## src/rtl/axi_read_burst_gen_pkg.sv

```systemverilog
// Shared definitions for the AXI read burst generator.
//  - FSM state encoding
//  - AXI burst-type and response encodings
//  - helper deriving the byte-offset width from the data-bus width
package axi_read_burst_gen_pkg;

    typedef enum logic [1:0] {
        StIdle = 2'd0,
        StAddr = 2'd1,
        StData = 2'd2,
        StDone = 2'd3
    } state_e;

    localparam logic [1:0] AXI_BURST_INCR = 2'b01;
    localparam logic [1:0] AXI_RESP_OKAY  = 2'b00;
    localparam logic [1:0] AXI_RESP_SLVERR = 2'b10;

    // Number of address bits that select a byte within one data beat.
    function automatic int unsigned calc_offset_w(input int unsigned data_w);
        return $clog2(data_w / 8);
    endfunction

endpackage

```

## src/rtl/axi_read_burst_gen_len_calc.sv

```systemverilog
// Combinational burst-size calculator.
//  beats_o = min(remaining_i, MAX_BURST, beats left before the next 4KB boundary)
// Ports:
//  base_lo_i    low 12 bits of the beat-aligned burst address
//  remaining_i  beats still to be read for the transfer
//  beats_o      beats in the next burst (1..MAX_BURST when remaining_i != 0)
module axi_read_burst_gen_len_calc #(
    parameter int unsigned AXI_LEN_W = 8,
    parameter int unsigned LEN_W     = 20,
    parameter int unsigned MAX_BURST = 256,
    parameter int unsigned OFFSET_W  = 2
) (
    input  logic [11:0]        base_lo_i,
    input  logic [LEN_W:0]     remaining_i,
    output logic [AXI_LEN_W:0] beats_o
);

    logic [31:0] rem_w;
    logic [31:0] room_w;
    logic [31:0] min_w;

    always_comb begin
        rem_w  = 32'(remaining_i);
        room_w = (32'd4096 - 32'(base_lo_i)) >> OFFSET_W;
        min_w  = rem_w;
        if (32'(MAX_BURST) < min_w) begin
            min_w = 32'(MAX_BURST);
        end
        if (room_w < min_w) begin
            min_w = room_w;
        end
        beats_o = (AXI_LEN_W + 1)'(min_w);
    end

endmodule

```

## src/rtl/axi_read_burst_gen.sv

```systemverilog
// AXI4 read-address generator and R-channel sequencer feeding the byte aligner.
// Splits a byte address/length request into INCR bursts bounded by MAX_BURST and 4KB
// pages, one burst outstanding at a time, and forwards R data with alignment framing.
// Ports:
//  clk_i, rst_n_i          clock, synchronous active-low reset
//  run_i/addr_i/length_i   transfer request (sampled in idle only)
//  busy_o/done_o/error_o   transfer status
//  m_ar*                   AXI read-address channel
//  m_r*                    AXI read-data channel
//  offset_o/start_o/burst_last_o/transfer_last_o/data_o/valid_o  aligner interface
module axi_read_burst_gen
    import axi_read_burst_gen_pkg::*;
#(
    parameter int unsigned AXI_ADDR_W = 32,
    parameter int unsigned AXI_DATA_W = 32,
    parameter int unsigned AXI_LEN_W  = 8,
    parameter int unsigned LEN_W      = 20,
    parameter int unsigned MAX_BURST  = 256,
    localparam int unsigned OFFSET_W  = calc_offset_w(AXI_DATA_W)
) (
    input  logic                  clk_i,
    input  logic                  rst_n_i,
    input  logic                  run_i,
    input  logic [AXI_ADDR_W-1:0] addr_i,
    input  logic [LEN_W-1:0]      length_i,
    output logic                  busy_o,
    output logic                  done_o,
    output logic                  error_o,
    output logic [AXI_ADDR_W-1:0] m_araddr_o,
    output logic [AXI_LEN_W-1:0]  m_arlen_o,
    output logic [2:0]            m_arsize_o,
    output logic [1:0]            m_arburst_o,
    output logic                  m_arvalid_o,
    input  logic                  m_arready_i,
    input  logic [AXI_DATA_W-1:0] m_rdata_i,
    input  logic [1:0]            m_rresp_i,
    input  logic                  m_rlast_i,
    input  logic                  m_rvalid_i,
    output logic                  m_rready_o,
    output logic [OFFSET_W-1:0]   offset_o,
    output logic                  start_o,
    output logic                  burst_last_o,
    output logic                  transfer_last_o,
    output logic [AXI_DATA_W-1:0] data_o,
    output logic                  valid_o
);

    localparam int unsigned BYTES = AXI_DATA_W / 8;

    state_e                state_q, state_d;
    logic [AXI_ADDR_W-1:0] base_q, base_d;
    logic [LEN_W:0]        rem_q, rem_d;
    logic [AXI_LEN_W-1:0]  arlen_q, arlen_d;
    logic [AXI_LEN_W-1:0]  beat_cnt_q, beat_cnt_d;
    logic [OFFSET_W-1:0]   offset_q, offset_d;
    logic                  start_q, start_d;
    logic                  error_q, error_d;
    logic                  tlast_q, tlast_d;

    logic [AXI_LEN_W:0]    beats;
    logic [AXI_ADDR_W-1:0] burst_bytes;
    logic                  beat;

    // Sized from next-state values so arlen can be registered on the edge entering StAddr.
    axi_read_burst_gen_len_calc #(
        .AXI_LEN_W (AXI_LEN_W),
        .LEN_W     (LEN_W),
        .MAX_BURST (MAX_BURST),
        .OFFSET_W  (OFFSET_W)
    ) u_len_calc (
        .base_lo_i   (base_d[11:0]),
        .remaining_i (rem_d),
        .beats_o     (beats)
    );

    assign burst_bytes = AXI_ADDR_W'({1'b0, arlen_q} + (AXI_LEN_W + 1)'(1)) << OFFSET_W;
    assign beat        = m_rvalid_i & (state_q == StData);

    always_comb begin
        state_d    = state_q;
        base_d     = base_q;
        rem_d      = rem_q;
        beat_cnt_d = beat_cnt_q;
        offset_d   = offset_q;
        start_d    = 1'b0;
        error_d    = error_q;
        unique case (state_q)
            StIdle: begin
                if (run_i) begin
                    base_d   = addr_i & ~AXI_ADDR_W'(BYTES - 1);
                    offset_d = addr_i[OFFSET_W-1:0];
                    rem_d    = ((LEN_W + 1)'(length_i) + (LEN_W + 1)'(addr_i[OFFSET_W-1:0])
                                + (LEN_W + 1)'(BYTES - 1)) >> OFFSET_W;
                    error_d  = 1'b0;
                    if (length_i == '0) begin
                        state_d = StDone;
                    end else begin
                        state_d = StAddr;
                        start_d = 1'b1;
                    end
                end
            end
            StAddr: begin
                if (m_arready_i) begin
                    state_d    = StData;
                    beat_cnt_d = '0;
                end
            end
            StData: begin
                if (beat) begin
                    if (rem_q != '0) begin
                        rem_d = rem_q - 1'b1;
                    end
                    beat_cnt_d = beat_cnt_q + 1'b1;
                    if (m_rresp_i != AXI_RESP_OKAY) begin
                        error_d = 1'b1;
                    end
                    if (m_rlast_i) begin
                        // Early rlast is flagged but still closes the burst.
                        if (beat_cnt_q != arlen_q) begin
                            error_d = 1'b1;
                        end
                        base_d  = base_q + burst_bytes;
                        state_d = (rem_d == '0) ? StDone : StAddr;
                    end
                end
            end
            StDone: begin
                state_d = StIdle;
            end
            default: begin
                state_d = StIdle;
            end
        endcase
    end

    always_comb begin
        arlen_d = arlen_q;
        tlast_d = tlast_q;
        if ((state_d == StAddr) && (state_q != StAddr)) begin
            arlen_d = AXI_LEN_W'(beats - (AXI_LEN_W + 1)'(1));
            tlast_d = (rem_d == (LEN_W + 1)'(beats));
        end
    end

    always_ff @(posedge clk_i) begin
        if (!rst_n_i) begin
            state_q    <= StIdle;
            base_q     <= '0;
            rem_q      <= '0;
            arlen_q    <= '0;
            beat_cnt_q <= '0;
            offset_q   <= '0;
            start_q    <= 1'b0;
            error_q    <= 1'b0;
            tlast_q    <= 1'b0;
        end else begin
            state_q    <= state_d;
            base_q     <= base_d;
            rem_q      <= rem_d;
            arlen_q    <= arlen_d;
            beat_cnt_q <= beat_cnt_d;
            offset_q   <= offset_d;
            start_q    <= start_d;
            error_q    <= error_d;
            tlast_q    <= tlast_d;
        end
    end

    assign busy_o          = (state_q != StIdle);
    assign done_o          = (state_q == StDone);
    assign error_o         = error_q;
    assign m_araddr_o      = base_q;
    assign m_arlen_o       = arlen_q;
    assign m_arsize_o      = 3'(OFFSET_W);
    assign m_arburst_o     = AXI_BURST_INCR;
    assign m_arvalid_o     = (state_q == StAddr);
    assign m_rready_o      = (state_q == StData);
    assign offset_o        = offset_q;
    assign start_o         = start_q;
    assign valid_o         = m_rvalid_i & m_rready_o;
    assign burst_last_o    = valid_o & m_rlast_i;
    assign transfer_last_o = tlast_q & ((state_q == StAddr) | (state_q == StData));
    assign data_o          = m_rdata_i;

endmodule

```

## config.mk

```make
export PLATFORM = sky130hd
export DESIGN_NAME = axi_read_burst_gen
export DESIGN_NICKNAME = d
export VERILOG_FILES = /design/src/rtl/axi_read_burst_gen_pkg.sv /design/src/rtl/axi_read_burst_gen_len_calc.sv /design/src/rtl/axi_read_burst_gen.sv
export SDC_FILE = /design/constraint.sdc
export NUM_CORES = 1
export LEC_CHECK = 0
export BUFFER_PORTS_ARGS = -buffer_cell sky130_fd_sc_hd__buf_2
export CORE_MARGIN = 2
export CORE_UTILIZATION = 35
export CTS_CLUSTER_SIZE = 30
export DETAILED_ROUTE_END_ITERATION = 6
export PLACE_DENSITY_LB_ADDON = 0.25
export SLEW_MARGIN = 20
export SYNTH_ARGS = -nofsm -noshare
export SYNTH_HDL_FRONTEND = slang
export SYNTH_SLANG_ARGS = --single-unit
```

## constraint.sdc

```tcl
create_clock -name clk_i -period 8.1 [get_ports clk_i]
set_input_delay 0 -clock clk_i [delete_from_list [all_inputs] [get_ports clk_i]]
set_output_delay 0 -clock clk_i [all_outputs]
set_load 0.02 [all_outputs]
```

==> results of run 1 <==
==> routing by layer <==
metal	track usage	share of wire	up-vias	wire [um]
met5	0	0	-	0
met4	0.06029	0.015	0	361
met3	0.03711	0.068	28	1603
met2	0.3290	0.43	266	10080
met1	0.3105	0.49	3404	11370
li1	-	-	3531	-
==> report_power, final <==
group / leakage, uW / internal, uW / switching, uW / total (uW)
sequential: 0.000622 / 406 / 52.4 / 458
combinational: 0.00242 / 252 / 409 / 661
clock: 0.000124 / 207 / 171 / 378
total: 0.00316 / 865 / 632 / 1500
==> sequential cells by signal, summed over array words and instances (netlist names) <==
signal      flops
beat_cnt_q      8
error_o         1
m_araddr_o     32
m_arlen_o       8
offset_o        2
rem_q          21
start_o         1
state_q         2
tlast_q         1
==> worst max-delay path, cell delays in order, from the launching register on <==
cell and delay [ns]:
dfxtp_1 0.36, inv_1 0.10, ha_1 0.50, mux2i_1 0.33, or2_2 0.53, o311ai_0 0.42
o211a_1 0.23, nand4_1 0.15, nor4_4 0.44, nand3_2 0.26, nor2_1 0.39, nand2_1 0.11
ha_1 0.27, and2_1 0.15, a221o_1 0.31, a31oi_1 0.27, and3_1 0.23, and4_1 0.25
a41oi_1 0.34, nor2_1 0.19, a21o_1 0.11, ha_1 0.23, o31ai_1 0.15, nor4_1 0.31
nand4_1 0.12, o2111ai_1 0.14, a31oi_1 0.10
==> what timing repair did <==
action                                 in CTS  in global routing
hold buffers                                9                  0
setup endpoints to repair                   0                  0
endpoints found under the hold margin       9                  0
==> cell families after synthesis <==
family / after synthesis / synth area share
and+or+nand+nor: 390 / 0.2965
other: 2 / 0.001078
muxes: 6 / 0.008980
AOI/OAI and AO/OA: 227 / 0.2347
adders and majority gates: 32 / 0.05963
xor gates and xnor gates: 73 / 0.09178
DFF: 76 / 0.2184
buffers and inverters: 123 / 0.08890
==> path summary, 6_finish.rpt <==
check / startpoint / to
worst max-delay path: state_q[1] / m_arlen_o[6]
worst max register to register: state_q[1] / m_arlen_o[6]
worst min-delay path: m_rdata_i[16] / data_o[16]
worst min register to register: offset_o[0] / offset_o[0]
==> stage by stage <==
step / setup WS (ns) / instance area, sq um
global route: 0.3760 / 7871
detailed placement: 1.101 / 7511
finish: 0.9936 / 7871
CTS: 1.091 / 7871
global placement: 1.307 / 7511
floorplan: 2.064 / 6985
==> layout make-up <==
cell class | count | area, sq um
Fill cell | 2050 | 11650
Inverter | 42 | 157.7
Clock inverter | 6 | 41.29
Clock buffer | 10 | 229.0
Multi-Input combinational cell | 735 | 4845
Timing Repair Buffer | 133 | 745.7
Tap cell | 265 | 331.6
Sequential cell | 76 | 1521
==> cells in the mapped netlist (4+ instances only) <==
cell	count
nor2_1	85
nand2_1	80
dfxtp_1	76
xnor2_1	52
o21ai_0	44
inv_1	41
nand3_1	40
clkbuf_1	39
buf_4	37
nor3_1	36
a21oi_1	33
ha_1	30
a31oi_1	22
and3_1	22
nor4_1	21
xor2_1	21
nand4_1	17
a211oi_1	13
and2_1	13
and4_1	12
a221o_1	9
nand2b_1	9
o211ai_1	9
or2_2	9
nor2b_1	8
o22ai_1	8
or3_1	8
a22oi_1	7
o31ai_1	7
a221oi_1	6
a21o_1	5
nor3b_1	5
o2111ai_1	5
o211a_1	5
o31a_1	5
a22o_1	4
mux2i_1	4
o311ai_0	4
or4_1	4
==> impl_metrics.tcl, run 1 <==
set metrics [dict create \
    status "finished, final reports clean" \
    synth_area_leader_cell "dfxtp_1" \
    grt_max_degree 51 \
    final_cell_mix "buf_2 (110), nor2_1 (85), nand2_1 (80)" \
    instances_no_fill 1267 \
    fp-row-count 51 \
    tightest_slew_ns 0.7960 \
    p_leak_uw 0.003163 \
    cp.arrival_ns 7.34 \
    root_buffer "clkbuf_16" \
    ys_ff_latch 76 \
    hold_slack_ns 0.000008814 \
    portBuffers 110 \
    fin_util 0.4031 \
    maxClockFrequency_mhz 140.7 \
    syn_area_sq_um 6967 \
    synth_top_area_frac 0.2184 \
    htree_levels 3 \
    ant_nets 0 \
    drt-pass1-iter-count 5 \
    worst_setup_path_end_kind "flip-flop" \
    antenna_found_initial 0 \
    setup_violations 0 \
    core_sq_um 19530 \
    async_flop_share 0 \
    cts.sinks 76 \
    die_h_um 145.1 \
    path_max_fanout 16 \
    finalWirelength_mm 23.42 \
    synth_cell_types 82 \
    num_antenna_cells 0 \
    path_class "reg -> reg" \
    clk_path_buf_depth 2 \
    maxSlewViolCount 0 \
    fin_nets 1121 \
    initial_core_util 0.3568 \
    total_power_uw 1497 \
    area_delta_synth_final_pct 12.98 \
    route.detailed.drc 0 \
    grtUsageTotal 0.2153 \
    cp.required_ns 8.33 \
    final_common_cell "buf_2" \
    synth_edf_count 0 \
    die-area_sq_um 21050 \
    die_x_um 145.1 \
    worst_setup_path_start_kind "flip-flop" \
    finalHoldViolCount 0 \
    post-place-cells 1242 \
    postSynthAreaPerCell_sq_um 7.499 \
    drive_gt1_frac 0.1677 \
    synthFlopType "dfxtp_1" \
    synthCells 929 \
    fin_crit_sh 0.8773 \
    io_pins 180 \
    hold_path.class "in -> out" \
    pwr_density_cell_nw_per_um2 190.2 \
    numCtsBuffers 9 \
    clk_pin_slew_ns 0.06 \
    overflow 0 \
    avgViaCountPerCell 5.706 \
    synth_warnings 0 \
    wire_per_inst_um 18.48 \
    postCtsSetupBuffers 0 \
    ctsResizeCount 0 \
    fin_tns_setup_ns 0 \
    period_needed_ns 7.106 \
    insertion_delay_ns 0.35 \
    grt_pass1_wl_mm 36.86 \
    synth_area_leaders "dfxtp_1 (22%), xnor2_1 (6.5%), ha_1 (5.4%)" \
    r2r.worst_path.cells 26 \
    reg2reg_slack_ns 0.99 \
    cts_tree "done" \
    ys_seq_area_frac 0.2184 \
    whs_path_depth 0 \
    place_congestion 0.9750 \
    vdd_drop_max_mv 0.1102 \
    rsz0062_at_grt "false" \
    drt_iter0_markers 608 \
    maxCapViolCount 0 \
    hpwlAfterDp_mm 17.65 \
    vias 7229 \
    relSlewSlack 0.4645 \
    grt_pass1_vias 6576 \
    fin_skew_ns 0.009212 \
]
Power figures use the tool's default switching activity.
==> run 2: changes to the inputs <==
--- a/config.mk
+++ b/config.mk
@@ -5,12 +5,14 @@
 export SDC_FILE = /design/constraint.sdc
 export NUM_CORES = 1
 export LEC_CHECK = 0
+export ABC_CLOCK_PERIOD_IN_PS = 8100
 export BUFFER_PORTS_ARGS = -buffer_cell sky130_fd_sc_hd__buf_2
 export CORE_MARGIN = 2
 export CORE_UTILIZATION = 35
 export CTS_CLUSTER_SIZE = 30
 export DETAILED_ROUTE_END_ITERATION = 6
-export PLACE_DENSITY_LB_ADDON = 0.25
+export PLACE_DENSITY = 0.66
+export SETUP_SLACK_MARGIN = 0.4
 export SLEW_MARGIN = 20
 export SYNTH_ARGS = -nofsm -noshare
 export SYNTH_HDL_FRONTEND = slang
==> impl_metrics.tcl, run 2 (synthesis results as in run 1) <==
set metrics [dict create \
    status "finished, final reports clean" \
    portBuffers 110 \
    setup_violations 0 \
    r2r_start "state_q[1]" \
    largest_register_ffs 32 \
    fin_util 0.4019 \
    finalWirelength_mm 22.86 \
    drt_iter0_markers 771 \
    root_buffer "clkbuf_16" \
    crit_path_start "state_q[1]" \
    reg2reg_slack_ns 0.94 \
    rsz0062_at_grt "false" \
    antenna_found_initial 0 \
    drive_gt1_frac 0.1643 \
    fin_nets 1117 \
    maxClockFrequency_mhz 139.6 \
    maxCapViolCount 0 \
    maxSlewViolCount 0 \
    finalHoldViolCount 0 \
    cp.arrival_ns 7.40 \
    final_common_cell "buf_2" \
    path_class "reg -> reg" \
    die-area_sq_um 21050 \
    path_max_fanout 16 \
    route.detailed.drc 0 \
    fillers 2084 \
    fin_skew_ns 0.01217 \
    numCtsBuffers 9 \
    hold_buffers 9 \
    vdd_drop_max_mv 0.1240 \
    num_antenna_cells 0 \
    ant_nets 0 \
    total_power_uw 1500 \
    min_from "m_rdata_i[2]" \
    clk_path_buf_depth 2 \
    r2r.worst_path.cells 25 \
    insertion_delay_ns 0.35 \
    hpwlAfterDp_mm 17.02 \
    final_cell_mix "buf_2 (110), nor2_1 (85), nand2_1 (80)" \
    relSlewSlack 0.4224 \
    clk_pin_slew_ns 0.07 \
    grt_pass1_vias 6488 \
    core_sq_um 19530 \
    fin_tns_setup_ns 0 \
    area_delta_synth_final_pct 12.64 \
    initial_core_util 0.3568 \
    cp.required_ns 8.33 \
    reg2reg_to "m_arlen_o[6]" \
    die_x_um 145.1 \
    cts_tree "done" \
    endpoint "m_arlen_o[6]" \
    ctsResizeCount 0 \
    place_congestion 0.9510 \
    grt_max_degree 51 \
    worst_setup_path_start_kind "flip-flop" \
    drt-pass1-iter-count 6 \
    vias 7407 \
    fin_crit_sh 0.8845 \
    overflow 0 \
    worst_setup_path_end_kind "flip-flop" \
    tightest_slew_ns 0.8585 \
    wire_per_inst_um 18.10 \
    cts.sinks 76 \
    pwr_density_cell_nw_per_um2 191.1 \
    period_needed_ns 7.165 \
    avgViaCountPerCell 5.865 \
    fp-row-count 51 \
    htree_levels 3 \
    postCtsSetupBuffers 0 \
    grtUsageTotal 0.2119 \
    hold_path.class "in -> out" \
    io_pins 180 \
    die_h_um 145.1 \
    p_leak_uw 0.003147 \
    grt_pass1_wl_mm 36.30 \
]
## run 2: final cells by class
| class | instances | area [sq um] | share of cell area |
|---|---|---|---|
| timing repair buffer | 129 | 715.7 | 0.09120 |
| multi-input combinational | 735 | 4850 | 0.6180 |
| clock buffer | 12 | 246.5 | 0.03141 |
| tap | 265 | 331.6 | 0.04225 |
| sequential | 76 | 1521 | 0.1939 |
| clock inverter | 4 | 25.02 | 0.003189 |
| inverter | 42 | 157.7 | 0.02009 |
## run 2: worst min-delay path by stage
stage	end	depth (start not counted)
floorplan	data_o[0]	1
global placement	data_o[11]	0
detailed placement	data_o[11]	0
CTS	data_o[11]	0
global route	data_o[2]	0
finish	data_o[2]	0
## run 2: report_power, final
part	internal, uW	switching (uW)
clock	215	169
combinational	251	408
sequential	406	51.7
total	871	628
## run 2: worst max-delay path, stage by stage, from the launching register on
cell	delay, ns
dfxtp_1	0.37
inv_1	0.10
ha_1	0.51
mux2i_1	0.31
or2_2	0.51
o311a_1	0.40
a211oi_1	0.55
nand3_1	0.27
o31a_1	0.39
nor2_1	0.34
nand2_1	0.11
ha_1	0.27
and2_1	0.14
a221o_1	0.31
a31oi_1	0.23
and3_1	0.22
and4_1	0.24
a41oi_1	0.34
nor2_1	0.19
a21o_1	0.10
ha_1	0.23
o31ai_1	0.16
nor4_1	0.33
nand4_1	0.14
o2111ai_1	0.16
a31oi_1	0.10
## run 2: metal layers
layer	GRT usage	share of wire	vias up
met1	0.3052	0.45	3427
met4	0.08529	0.033	0
met2	0.3110	0.43	392
met5	0	0	-
li1	-	-	3529
met3	0.03774	0.086	59
## run 2: through the flow
step	hold slack, ns	std cells	worst slack [ns]	area, sq um
global route	0.00002637	1263	0.4234	7848
finish	0.000007743	1263	0.9352	7848
CTS	0.0001367	1263	1.078	7843
global placement	0.0001367	1238	1.373	7481
floorplan	0.1126	934	2.064	6985
detailed placement	0.0001367	1238	1.105	7481
==> run 3: changes to the inputs <==
==> constraint.sdc (replaced) <==
create_clock -name clk_i -period 8.1 [get_ports clk_i]
set_input_delay 1.215 -clock clk_i [delete_from_list [all_inputs] [get_ports clk_i]]
set_output_delay 1.215 -clock clk_i [all_outputs]
set_load 0.02 [all_outputs]
==> impl_metrics.tcl, run 3 (synthesis results as in run 1) <==
set metrics [dict create \
    area_delta_synth_final_pct 14.15 \
    path_max_fanout 10 \
    maxSlewViolCount 0 \
    initial_core_util 0.3568 \
    grt_max_degree 51 \
    largest_register_ffs 32 \
    die_x_um 145.1 \
    drt_iter0_markers 635 \
    wire_per_inst_um 18.02 \
    rsz0062_at_grt "false" \
    cts.sinks 76 \
    hold_buffers 0 \
    hold_path.class "reg -> reg" \
    worst_setup_path_start_kind "primary input" \
    final_cell_mix "buf_2 (110), nor2_1 (84), nand2_1 (80)" \
    crit_buf_inv 5 \
    grt_pass1_vias 6874 \
    finish.instance_area_sq_um 7953 \
    core_sq_um 19530 \
    vdd_drop_max_mv 0.1076 \
    hpwlAfterDp_mm 17.05 \
    finalWirelength_mm 22.74 \
    fp-row-count 51 \
    path_class "in -> reg" \
    final_common_cell "buf_2" \
    insertion_delay_ns 0.36 \
    reg2reg_to "m_arlen_o[4]" \
    portBuffers 110 \
    p_leak_uw 0.003209 \
    cp_slowest_cell "fa_1" \
    vias 7384 \
    die_h_um 145.1 \
    cts_tree "done" \
    post-place-cells 1245 \
    whs_path_depth 2 \
    relSlewSlack 0.4656 \
    fin_skew_ns 0.007585 \
    die-area_sq_um 21050 \
    period_needed_ns 7.238 \
    pwr_density_cell_nw_per_um2 206.3 \
    root_buffer "clkbuf_16" \
    setup_violations 0 \
    fin_crit_sh 0.8936 \
    finalHoldViolCount 0 \
    io_pins 180 \
    worst_setup_path_end_kind "flip-flop" \
    instances_no_fill 1262 \
    drt-pass1-iter-count 7 \
    avgViaCountPerCell 5.851 \
    htree_levels 3 \
    placed_cell_area_sq_um 7533 \
    grt_pass1_wl_mm 36.34 \
    cp.required_ns 8.32 \
    maxClockFrequency_mhz 138.2 \
    status "finished, final reports clean" \
    min_from "offset_o[0]" \
    tightest_slew_ns 0.7955 \
    hold-path-endpoint "offset_o[0]" \
    num_antenna_cells 0 \
    cpPeakStageDelay_ns 0.47 \
    drive_gt1_frac 0.1785 \
    r2r_start "state_q[1]" \
    fin_tns_setup_ns 0 \
    r2r.worst_path.cells 27 \
    overflow 0 \
    cp.arrival_ns 7.46 \
    place_congestion 0.9733 \
    route.detailed.drc 0 \
    fin_nets 1117 \
    numCtsBuffers 9 \
    ant_nets 0 \
    clk_path_buf_depth 2 \
    cp_top_family "simple AND/OR/NAND/NOR gates" \
    reg2reg_slack_ns 1.47 \
    maxCapViolCount 0 \
    clk_pin_slew_ns 0.06 \
    antenna_found_initial 0 \
    grtUsageTotal 0.2101 \
]
-- run 3: through the flow --
stage                     utilization  total power (uW)  setup WS, ns  hold slack [ns]
after floorplan                     -             946.6         1.095           0.4167
after global placement         0.3858              1104        0.4941           0.4464
after detailed placement       0.3858              1110        0.2938           0.4529
after CTS                      0.4049              1629        0.6539           0.4607
after global routing           0.4073              1731        0.4049           0.4762
final                          0.4073              1641        0.8619           0.4562
-- run 3: how the worst max path moves through the flow --
| stage | slack (ns) | depth (start not counted) | end | startpoint |
|---|---|---|---|---|
| final | 0.86 | 31 | m_arlen_o[4] | addr_i[1] |
| after global routing | 0.40 | 31 | m_arlen_o[4] | addr_i[1] |
| after CTS | 0.65 | 30 | m_arlen_o[6] | addr_i[1] |
| after detailed placement | 0.29 | 30 | m_arlen_o[6] | addr_i[1] |
| after global placement | 0.49 | 31 | m_arlen_o[4] | addr_i[1] |
| after floorplan | 1.09 | 30 | m_arlen_o[4] | addr_i[1] |
-- run 3: final cells by class --
type | count | area (sq um)
multi-input cells | 735 | 4876
repair buffers | 129 | 693.2
flip-flops and latches | 76 | 1521
clock buffers | 11 | 252.7
well taps | 265 | 331.6
clock inverters | 4 | 120.1
fillers | 2059 | 11570
inverters | 42 | 157.7
-- run 3: worst register-to-register path, cell delays in order (launching register included) --
cell and delay (ns):
dfxtp_1 0.44, inv_1 0.10, ha_1 0.18, buf_4 0.20, mux2i_1 0.30, or2_2 0.53
o311ai_0 0.61, nand3_2 0.18, a2111oi_4 0.33, buf_4 0.20, nand3_4 0.15, or3_1 0.41
ha_1 0.29, and3_1 0.22, a221o_1 0.30, o211ai_1 0.13, and3_1 0.22, and4_1 0.26
a41oi_2 0.20, nor2_1 0.15, a21o_1 0.10, ha_1 0.23, inv_1 0.10, nor3_1 0.23
xnor2_1 0.08, and3_1 0.18, a21oi_1 0.11, o22ai_1 0.08
-- run 3: layer usage --
metal / GRT usage / up-vias / share of wire
met3: 0.04591 / 58 / 0.083
met5: 0 / - / 0
met4: 0.07892 / 0 / 0.030
met2: 0.3226 / 333 / 0.43
met1: 0.2881 / 3457 / 0.46
li1: - / 3536 / -
-- run 3: repair_timing --
action / 4_1_cts / 5_1_grt
setup endpoints to repair: 0 / 3
resized for setup: 0 / 5
setup buffers: 0 / 2
-- run 3: report_power, final --
part,switching [uW],total [uW],internal (uW)
Sequential,53.0,459,406
Clock,170,517,347
Combinational,409,665,256
Total,631,1640,1010
